**src/rtl/chan_mux_scan.sv**
```systemverilog
// chan_mux_scan: registered NCH x WIDTH channel multiplexer.
// mode=0 selects the channel given on sel; mode=1 walks an internal pointer
// over all channels, holding each for DWELL enabled clocks. out, out_sel,
// out_valid and wrap are all registered (one clock of latency).
// out_valid is a plain qualifier, not a handshake: there is no ready, and a
// consumer simply samples out whenever out_valid is high.
module chan_mux_scan #(
  parameter int WIDTH = 8,
  parameter int NCH   = 8,
  parameter int DWELL = 4,
  localparam int SELW = $clog2(NCH)
) (
  input  logic                   clk,
  input  logic                   reset,
  input  logic [NCH*WIDTH-1:0]   in_bus,
  input  logic [SELW-1:0]        sel,
  input  logic                   mode,
  input  logic                   en,
  output logic [WIDTH-1:0]       out,
  output logic [SELW-1:0]        out_sel,
  output logic                   out_valid,
  output logic                   wrap
);

  localparam int CNTW = (DWELL > 1) ? $clog2(DWELL) : 1;

  logic [SELW-1:0]  r_ptr;
  logic [CNTW-1:0]  r_cnt;
  logic [WIDTH-1:0] r_out;
  logic [SELW-1:0]  r_out_sel;
  logic             r_out_valid;
  logic             r_wrap;
  // High when the previous registered output came from a scan cycle; keeps a
  // manual sel of NCH-1 followed by scan entry from looking like a wrap.
  logic             r_scan_act;

  logic [WIDTH-1:0] w_man_data;
  logic             w_man_ok;
  logic [WIDTH-1:0] w_scan_data;
  logic [SELW-1:0]  w_ptr_nxt;
  logic [CNTW-1:0]  w_cnt_nxt;
  logic             w_cnt_last;
  logic             w_ptr_last;
  logic             w_wrap_nxt;

  assign w_cnt_last = (r_cnt == CNTW'(DWELL - 1));
  assign w_ptr_last = (r_ptr == SELW'(NCH - 1));

  // Channel lookup for both the manual select and the scan pointer; a sel
  // that matches no channel (NCH not a power of 2) yields zero data, not ok.
  always_comb begin
    w_man_data  = '0;
    w_man_ok    = 1'b0;
    w_scan_data = '0;
    for (int k = 0; k < NCH; k++) begin
      if (sel == SELW'(k)) begin
        w_man_data = in_bus[k*WIDTH +: WIDTH];
        w_man_ok   = 1'b1;
      end
      if (r_ptr == SELW'(k)) begin
        w_scan_data = in_bus[k*WIDTH +: WIDTH];
      end
    end
  end

  // Pointer / dwell counter advance; both are parked at 0 in manual mode so
  // scan entry always starts at channel 0 with a full dwell.
  always_comb begin
    w_ptr_nxt = r_ptr;
    w_cnt_nxt = r_cnt;
    if (!mode) begin
      w_ptr_nxt = '0;
      w_cnt_nxt = '0;
    end else if (en) begin
      if (w_cnt_last) begin
        w_cnt_nxt = '0;
        w_ptr_nxt = w_ptr_last ? '0 : r_ptr + SELW'(1);
      end else begin
        w_cnt_nxt = r_cnt + CNTW'(1);
      end
    end
  end

  // Wrap fires on the scan cycle where out_sel moves from NCH-1 back to 0.
  always_comb begin
    w_wrap_nxt = mode && r_scan_act && (r_ptr == '0) &&
                 (r_out_sel == SELW'(NCH - 1));
  end

  // State and output registers; reset overrides everything.
  always_ff @(posedge clk) begin
    if (reset) begin
      r_ptr       <= '0;
      r_cnt       <= '0;
      r_out       <= '0;
      r_out_sel   <= '0;
      r_out_valid <= 1'b0;
      r_wrap      <= 1'b0;
      r_scan_act  <= 1'b0;
    end else begin
      r_ptr      <= w_ptr_nxt;
      r_cnt      <= w_cnt_nxt;
      r_wrap     <= w_wrap_nxt;
      r_scan_act <= mode;
      if (mode) begin
        r_out       <= w_scan_data;
        r_out_sel   <= r_ptr;
        r_out_valid <= 1'b1;
      end else begin
        r_out       <= w_man_data;
        r_out_sel   <= sel;
        r_out_valid <= w_man_ok;
      end
    end
  end

  assign out       = r_out;
  assign out_sel   = r_out_sel;
  assign out_valid = r_out_valid;
  assign wrap      = r_wrap;

endmodule

```
**config.mk**
```make
export PLATFORM = sky130hd
export DESIGN_NAME = chan_mux_scan
export DESIGN_NICKNAME = d
export VERILOG_FILES = /design/src/rtl/chan_mux_scan.sv
export SDC_FILE = /design/constraint.sdc
export NUM_CORES = 1
export LEC_CHECK = 0
export BUFFER_PORTS_ARGS = -buffer_cell sky130_fd_sc_hd__buf_2
export CAP_MARGIN = 15
export CORE_MARGIN = 4
export CORE_UTILIZATION = 49
export CTS_CLUSTER_SIZE = 20
export DETAILED_ROUTE_END_ITERATION = 10
export PLACE_DENSITY = 0.81
export SETUP_SLACK_MARGIN = 0.2
export SLEW_MARGIN = 20
export SYNTH_ARGS = -nofsm -noshare
export SYNTH_HDL_FRONTEND = slang
export SYNTH_SLANG_ARGS = --single-unit
```
**constraint.sdc**
```tcl
create_clock -name clk -period 2.29 [get_ports clk]
set_input_delay 0.1145 -clock clk [delete_from_list [all_inputs] [get_ports clk]]
set_output_delay 0.1145 -clock clk [all_outputs]
set_load 0.01 [all_outputs]
```
# Word level (Yosys, flattened, before mapping)
# Cells that the tools add are included.
[classes]
n_addsub = 2
n_mux = 29
eq_ne = 16
n_reduce_logical = 7
bitwise_logic = 1
[ops]
columns = ["op", "n"]
rows = [
  ["$mux W8", 17],
  ["$eq A3 B3 Y1 const B", 9],
  ["$eq A3 B2 Y1 const B", 4],
  ["$mux W1", 9],
  ["$eq A3 B1 Y1 const B", 2],
  ["$logic_not A3 Y1", 2],
  ["$mux W3", 2],
  ["$add A3 B1 Y3 const B", 1],
  ["$logic_and A1 B1 Y1", 3],
  ["$add A2 B1 Y2 const B", 1],
  ["$eq A2 B2 Y1 const B", 1],
  ["$mux W2", 1],
  ["$reduce_and A2 Y1", 1],
  ["$reduce_or A2 Y1", 1],
  ["$not A1 Y1", 1],
]
[totals]
reg_bits = 19
input_bits = 71
elab_cells = 62

# Longest topological paths before layout
# Gate-level depths: netlist of the first run.
[logic_depth]
depth_word = 10
depth_mapped = 8
ltp_nobuf = 7

# Least setup slack after synthesis of the first run
# OpenSTA, ideal clock, no wires.
[synth_path]
kind = "register to register"
from = "register r_ptr[0]"
to = "register r_out[3] (netlist: out[3])"
setup_ns = 0.123
slack_ns = 0.650
arrival_time_ns = 1.517
n_path_buf = 1
synth_period_minus_slack_ns = 1.640
t_required_ns = 2.167
path_stages_with_launch = 9
path_cell_list = "dfxtp_1 ha_1 ha_1 buf_2 a22o_1 a31oi_1 o41ai_2 a21oi_1 o22ai_1"
[synth_via]
elab_chain_cells = 10
[synth_lines]
columns = ["element", "line_no", "rtl"]
rows = [
  ["start, declared", "27", "logic [SELW-1:0] r_ptr;"],
  ["start signal, assigned", "101", "r_ptr <= w_ptr_nxt;"],
  ["$logic_not A3 Y1", "60", "if (r_ptr == SELW'(k)) begin"],
  ["$mux W8 (7 in a row)", "60", ""],
  ["$mux W8 (*)", "60", ""],
  ["$mux W8 (*)", "105", "if (mode) begin"],
  ["end signal, assigned", "106", "r_out <= w_scan_data;"],
  ["end signal, assigned", "110", "r_out <= w_man_data;"],
  ["end, declared", "29", "logic [WIDTH-1:0] r_out;"],
]
# Every way passes the cells marked *; elsewhere a longest branch is shown, timed or not.
# A chain may end at the register's enable or synchronous reset.

# Final worst setup path of the first run
[layout_path]
from = "register r_ptr[0]"
to = "register r_out[6] (netlist: out[6])"
# The elaborated chain is that of the path after synthesis.

==> metrics list, run 1 <==
- Dividing total power by cell area gives a power density of 354 nW/µm².
- Mean area per synthesized cell: 7.41 µm²
- Number of buffers on the longest clock path: 2
* Post-route design area: 2490 µm²
- Max-cap violations in this run came to 0.
- # resized after CTS: 0
- Outcome: finished clean
* Placed wire-length estimate: 5280 µm
* Count of final max-slew check failures: 0
- Global routing finished with a remaining overflow of 0.
* Worst supply voltage drop on vdd: around 0.22 mV
* Clock Tree Root: sky130_fd_sc_hd__clkbuf_8
- The floorplan step set the die width to 73.4 µm.
* Clk Latency, worst-skew pair: 0.27 ns
* Synth Register Bits: 19
- DIE AREA: roughly 5400 µm²
- Compared with the post-synthesis result, the final layout area differs by 19.0%.
- Setup total negative slack: 0 ns
- At the worst endpoint, the required time is 2.50 ns.
- Placed standard-cell area: ~2400 µm²
- Arrival time at the worst endpoint: roughly 2.1 ns
* Critical path startpoint category: register
- Worst path most repeated cell: sky130_fd_sc_hd__ha_1
* Number of flops mapped to enable cells by yosys: 0
- Vias in the first global route: between 2000 and 2500
* Syn. warnings: 0
* Post-layout nets: 431
* Standard-cell rows: 23
* Number of antenna violations at the first check in global routing: 0
- The first global-routing pass estimated 11300 µm of wire.
- Normalized max-slew margin: just under 60%
* Share of synthesized registers carrying an async set or reset: 0%
- After detailed routing, the number of remaining DRC violations is 0.
- TritonCTS built the clock tree.
- Setup repair after global routing missed its margin: false
- STA classifies the critical path endpoint as a register.
- Residual antenna-violating net count after detailed routing: 0
- Number of vias after detailed routing: 2574
- After clock tree synthesis, the clock-pin slew on the worst setup and hold paths is approximately 0.090 ns.
- The post-route netlist has 29.5% of its cells at a drive strength greater than 1.
* Core area: between 4000 and 5000 µm²
- GRT Overall Usage: 26.4%
- Summed over all layers, the routed wires come to 7220 µm.
* Design Power: slightly below 900 µW
- H-tree levels: 1
* Drt via density: 6.40
- After detailed placement, the design holds a cell count of 398.
- Traced cell by cell, the critical path runs through ha_1, ha_1, buf_4, nor2_1, a21oi_1, o32a_1, nand3_1.
* Filler cells: 393
- Sequential share of the synthesized area: around 18%
- Clk sinks: 19
- Effective utilization at floorplan: 51.6%
* # hold bufs at CTS: 0
- The count of endpoints failing hold in the final timing report is 0.
- Number of buffers added by the clock tree synthesis step: 3
- Port Buffers: 83
* Library cell contributing the largest single delay on the critical path: sky130_fd_sc_hd__dfxtp_1
- After layout, the minimum clock period comes to 1.93 ns.
- Counting every instance in the synthesized netlist gives 283.
- Class of the tightest hold or removal check: in2reg
- For the pin with the worst max-slew slack, the measured transition is 0.618 ns.
- The pre-antenna-repair detailed-routing pass consisted of 5 iterations.
* Drt first-iter violations: 261
- The netlist uses 46 different library cells.
- Critical path fanouts, max: 8
- Average detailed-routed wire length per instance: 18.0 µm
* Die Height: 73.4 µm
* Top-level I/O count: 84
- Timing would allow up to roughly 520 MHz.
- Final cell count without fillers: 402
- Maximum number of pins on one net before global-route repair: 35
- In the synthesized netlist the dominant register cell turns out to be sky130_fd_sc_hd__dfxtp_1.
* Post-CTS setup buffer count: 0
- Setup violations remaining at the end of the flow were counted as 0.
* Leakage power: 1.12 nW
* Routability-driven placement congestion ratio: between 0.9 and 1
* Period utilization: between 80% and 90%
- Max incr delay on CP: 0.37 ns
* Synth Cell Area: roughly 2100 µm²
- Crit Path Class: reg2reg
* Final Skew: 0.00359 ns
- Diodes inserted: 0
- Net Count, Synth: roughly 360
cell families after synthesis:
group,Yosys count,synth area share [%]
AO/OA/AOI/OAI,110,35.2
AND/OR/NAND/NOR,87,19.6
buffers and inverters,34,10.5
multiplexers,26,12.4
flip-flops,19,18.1
adder cells (fa/ha/maj),7,4.18
layout make-up:
cell class	count	area, µm²	area share [%]
Clock inverter	1	5.00	0.201
Timing Repair Buffer	90	468	18.8
Clock buffer	3	41.3	1.66
Sequential cell	19	380	15.3
Multi-Input combinational cell	230	1500	60.3
Tap cell	50	62.6	2.51
Inverter	9	33.8	1.35
path summary, 6_finish.rpt:
| check | cells after the start | start | slack (ns) | end |
|---|---|---|---|---|
| setup / recovery | 7 | r_ptr[0] | 0.36 | out[6] |
| hold / removal | 2 | reset | 0.10 | out_sel[2] |
| setup reg to reg | 7 | r_ptr[0] | 0.36 | out[6] |
| hold reg to reg | 2 | r_scan_act | 0.45 | wrap |
layout by cell type (no fill, tap or decap), drive strengths merged, types with 8 or more instances in the layout:
master / n
a21oi: 23
a31oi: 9
buf: 90
dfxtp: 19
inv: 9
mux2i: 26
nand2: 30
nor2: 20
nor2b: 8
nor3: 8
o211ai: 8
o21ai: 24
where the power goes:
group	switching, mW	total, mW	internal (mW)
Combinational	0.149	0.273	0.123
Sequential	0.00554	0.353	0.347
Clock	0.135	0.257	0.122
metal layers:
metal	part of all wire, %	routed length [µm]	global-route usage [%]	vias to the layer above
met1	40	2860	33.5	1164
met3	11	780	5.34	24
met4	2.6	186	9.66	0
li1	-	-	-	1216
met2	47	3390	44.0	170
met5	0	0	0	-
cells in the mapped netlist (4+ instances only):
cell / n / area share, %
sky130_fd_sc_hd__buf_6: 8 / 4.3
sky130_fd_sc_hd__inv_1: 4 / 0.72
sky130_fd_sc_hd__a21oi_1: 23 / 5.5
sky130_fd_sc_hd__ha_1: 7 / 4.2
sky130_fd_sc_hd__buf_2: 11 / 2.6
sky130_fd_sc_hd__nand2b_1: 4 / 1.2
sky130_fd_sc_hd__nor2_1: 19 / 3.4
sky130_fd_sc_hd__nor3_1: 8 / 1.9
sky130_fd_sc_hd__o21ai_0: 15 / 3.6
sky130_fd_sc_hd__a22oi_1: 6 / 2.1
sky130_fd_sc_hd__o2111ai_1: 6 / 2.5
sky130_fd_sc_hd__inv_2: 5 / 0.90
sky130_fd_sc_hd__nand2_1: 30 / 5.4
sky130_fd_sc_hd__nand3_1: 7 / 1.7
sky130_fd_sc_hd__a221oi_1: 6 / 2.5
sky130_fd_sc_hd__a211oi_1: 6 / 2.1
sky130_fd_sc_hd__buf_4: 5 / 1.8
sky130_fd_sc_hd__o32a_1: 4 / 1.9
sky130_fd_sc_hd__nor2b_1: 8 / 2.4
sky130_fd_sc_hd__dfxtp_1: 19 / 18
sky130_fd_sc_hd__o22ai_1: 5 / 1.5
sky130_fd_sc_hd__o21ai_1: 9 / 2.1
sky130_fd_sc_hd__mux2i_1: 26 / 12
sky130_fd_sc_hd__a31oi_1: 9 / 2.7
sky130_fd_sc_hd__o211ai_1: 8 / 2.9
flip-flops by register name, indices dropped and copies added (netlist names):
signal      cells
out_valid       1
r_scan_act      1
r_ptr           3
out_sel         3
out             8
wrap            1
r_cnt           2
worst max-delay path, delay by kind of cell, from the launching register on:
family | cells | cell delay (ns)
flip-flops | 1 | 0.37
buffers and inverters | 1 | 0.22
adder cells (fa/ha/maj) | 2 | 0.57
AO/OA/AOI/OAI | 2 | 0.40
AND/OR/NAND/NOR | 2 | 0.32
stage by stage:
| stage | utilization [%] | setup slack, ns | hold slack [ns] |
|---|---|---|---|
| 2_1_floorplan | - | 0.650 | 0.187 |
| 3_3_place_gp | 60.1 | 0.329 | 0.371 |
| 3_5_place_dp | 60.1 | 0.260 | 0.385 |
| 4_1_cts | 61.3 | 0.248 | 0.103 |
| 5_1_grt | 61.5 | 0.226 | 0.123 |
| 6_report | 61.5 | 0.362 | 0.100 |
(Power assumes the default switching activity.)
==> run 2: changes to the inputs <==
- ABC_AREA: unset -> 1
- clock period: 2.29 -> 1.9 ns (I/O delays scaled with it)
==> run 2 against run 1 <==
Effect of this change:
- critical path depth fell by 1
- sequential share of layout area is 0.77 points lower
- via count up 4.0%
- non-clock buffer count increased by 2
- global-route usage shrank 2.9 points
- sequential cell count did not move
- power is 15% higher
- cell count grew 28%
- cell area increased by 7.4%
- count of clock-buffer cells in the layout unchanged
- worst hold slack lost 0.043 ns
- largest power group unchanged
==> metrics list, run 2 <==
- Outcome: finished clean
* Most used standard cell by instance count after synthesis: sky130_fd_sc_hd__nand2_1
* Dominant cell type by area after synthesis: sky130_fd_sc_hd__nand2_1
* Highest routed metal layer: met4
- Measured along the x axis, the die boundary spans around 72 µm.
- Dividing the synthesized area by the synthesized cell count gives 5.41 µm².
- DIE AREA: 5220 µm²
- Of all nets on the critical path, the largest fanout is 11.
* Cells after DPL: 508
- On the final layout, the worst hold slack is roughly 0.057 ns.
* Share of synthesized registers carrying an async set or reset: 0%
* Clk Latency, worst-skew pair: ~0.26 ns
- Setup violations remaining at the end of the flow were counted as 0.
- Number of vias after detailed routing: 2677
- Remaining global-route overflow: 0
* Setup repair after global routing missed its margin: true
- In the detailed route, the total length drawn on met2 is 3390 µm.
- Most common library cell in the layout ignoring fill and taps: sky130_fd_sc_hd__nand2_1
* Setup total negative slack: 0 ns
* Class of the tightest hold or removal check: in2reg
- The share of total power dissipated in combinational logic is a little under a third.
- Clock-pin slew was measured on the worst setup and hold paths at 0.07 ns.
- Vias in the first global route: 2381
- By area the synthesized netlist is led by sky130_fd_sc_hd__nand2_1 27%, sky130_fd_sc_hd__dfxtp_1 19%, sky130_fd_sc_hd__a21oi_1 9.1%.
- TritonCTS built the clock tree.
- For this run, the leading register cell type out of synthesis is sky130_fd_sc_hd__dfxtp_1.
- Filler cells: about 400
- During placement, the flow inserted port buffers numbering slightly above 80.
- The worst setup path is launched from a register.
- Transition time of the tightest slew-check pin: 0.618 ns
* Kind of end point of the critical path: register
- Worst supply voltage drop on vdd: 0.381 mV
* Diodes inserted: 0
- After legalization and detailed placement, the total HPWL measured 5140 µm.
- Register share of total power: between 40% and 50%
- The top cell type by area accounts for 27.3% of the synthesized area.
- Syn-to-layout area delta: 32.3%
* Clock share of power: 27.5%
* Max incr delay on CP: 0.39 ns
- Syn. warnings: 0
- Counting every net in the synthesized netlist gives 452.
- The critical path is of the reg2reg type.
- After detailed routing, the number of remaining DRC violations is 0.
- Count of final max-slew check failures: 0
* Final worst path period need: 1.64 ns
* Top-level I/O count: 84
* Proportion of layout cells with a drive suffix above 1: 30.0%
- The number of antenna violations at the first check in global routing was 0.
- The cell area that synthesis handed to floorplanning was 2020 µm².
- Drt first-iter violations: 172
* Chain of cells forming the critical path: ha_2, ha_2, inv_1, or2_2, nand2_1, a21oi_2
* Switching share of power: 31.9%
- Excluding fillers, the count of instances in the completed layout stands at 513.
- First-pass DRT Iterations: 4
- Synthesis produced 374 cells.
* Total power density per cell area: ~380 nW/µm²
- Sequential share of the synthesized area: about a fifth
* Fin. Hold Viols: 0
- Clk sinks: 19
- The initialized floorplan defines 23 standard-cell rows.
* Number of buffers on the longest clock path: 2
- Post-layout nets: around 540
- Required time at the endpoint of the critical path: 2.04 ns
- Synth Register Bits: 19
- In this run the number of H-tree levels came out at 1.
- In this run the power spent charging and discharging nets is between 300 and 400 µW.
- Entering global routing, the biggest net connects 17 pins.
- In the routed layout, each cell is associated on average with a via count of 5.22.
- Sorting the synthesized cells by how often they occur yields 147 x sky130_fd_sc_hd__nand2_1, 48 x sky130_fd_sc_hd__inv_1, 37 x sky130_fd_sc_hd__a21oi_1.
* Routed length on met3: 496 µm
- The register with the most flip-flops in the layout has 8 of them.
- The first global-routing pass estimated 9920 µm of wire.
- Post-detailed-routing wire length: 6570 µm
* Leakage power: 1.48 nW
- Normalized max-slew margin: 58.6%
- The kind of cell with the highest combined delay along the critical path is adder cells.
* Residual antenna-violating net count after detailed routing: 0
- The initial utilization of the core area, before any placement, comes to between 50% and 60%.
* Worst path most repeated cell: sky130_fd_sc_hd__ha_2
- Clock tree synthesis inserted a total of 3 buffers.
* Number of max-capacitance violations reported: 0
* GRT Overall Usage: 23.5%
- Dividing the detail-routed wire length by the instance count gives between 10 and 15 µm.
- Number of flops mapped to enable cells by yosys: 0
* Final Skew: about 0.0032 ns
- For this design, the slowest cell found on the critical path is sky130_fd_sc_hd__dfxtp_4.
- Cell internal power was estimated by the tool at approximately 690 µW.
- Commonest non-fill, non-tap cells in the layout: 147 x sky130_fd_sc_hd__nand2_1, 83 x sky130_fd_sc_hd__buf_2, 43 x sky130_fd_sc_hd__inv_1, 36 x sky130_fd_sc_hd__a21oi_1, 27 x sky130_fd_sc_hd__nor2_1
- Critical path buffers and inverters: 1
- Routability-driven placement congestion ratio: 0.929
- End-of-flow core utilization: around two thirds
* Clock Tree Root: sky130_fd_sc_hd__clkbuf_8
* Core area: ~4000 µm²
- Counting distinct cell types in the post-synthesis netlist gives 26.
* Die Height: 72.3 µm
* Max Clock Freq: between 600 and 700 MHz
- After detailed routing, the wire length on met1 is 2610 µm.
- In the finished design, the share of the clock period the worst path needs comes to 86.3%.
- Design Power: 1.02 mW
* Arrival time at the worst endpoint: about 1.8 ns
## run 2: repair_timing
item	4_1_cts	5_1_grt
hold buffers	0	0
endpoints found under the setup margin	8	8
pin swaps	0	3
endpoints found under the hold margin	0	0
resized for setup	8	23
setup buffers	0	1
## run 2: area by class of cell
class                      instances  area (µm²)  share of cell area [%]
sequential                        19         388                    14.5
clock inverter                     1        5.00                   0.187
clock buffer                       3        41.3                    1.54
inverter                          55         219                    8.17
tap                               50        62.6                    2.34
timing repair buffer              92         483                    18.0
multi-input combinational        293        1480                    55.3
## run 2: stage by stage
step / setup WS [ns] / cell area (µm²)
after global placement: 0.0409 / 2520
after detailed placement: 0.00704 / 2520
after CTS: 0.221 / 2590
final: 0.260 / 2680
after global routing: 0.122 / 2680
after floorplan: 0.316 / 2020
## run 2: power by group through the flow
stage / Sequential, mW / Combinational (mW) / Clock (mW)
final: 0.423 / 0.315 / 0.280
after global routing: 0.425 / 0.352 / 0.303
after CTS: 0.426 / 0.310 / 0.286
after detailed placement: 0.435 / 0.308 / 0
after global placement: 0.435 / 0.304 / 0
after floorplan: 0.445 / 0.147 / 0
## run 2: logic make-up (layout without fill, tap and decap cells)
| kind of cell | Yosys count | after routing | synth area share (%) |
|---|---|---|---|
| buffers and inverters | 62 | 151 | 12.2 |
| AO/OA/AOI/OAI | 56 | 56 | 14.6 |
| XOR/XNOR | 1 | 1 | 0.433 |
| adder cells (fa/ha/maj) | 7 | 7 | 4.33 |
| flip-flops | 19 | 19 | 18.8 |
| AND/OR/NAND/NOR | 229 | 229 | 49.6 |
## run 2: path summary, 6_finish.rpt
check,endpoint,slack [ns],from,cells after the start
worst min register to register,wrap,0.51,r_scan_act,2
worst max register to register,out[0],0.26,r_ptr[0],6
worst max-delay path,out[0],0.26,r_ptr[0],6
worst min-delay path,r_cnt[1],0.06,en,2
## run 2: metal layers
| metal | vias up | global-route usage (%) |
|---|---|---|
| met5 | - | 0 |
| met4 | 0 | 5.43 |
| met3 | 10 | 4.29 |
| met2 | 102 | 43.4 |
| met1 | 1205 | 27.9 |
| li1 | 1360 | - |
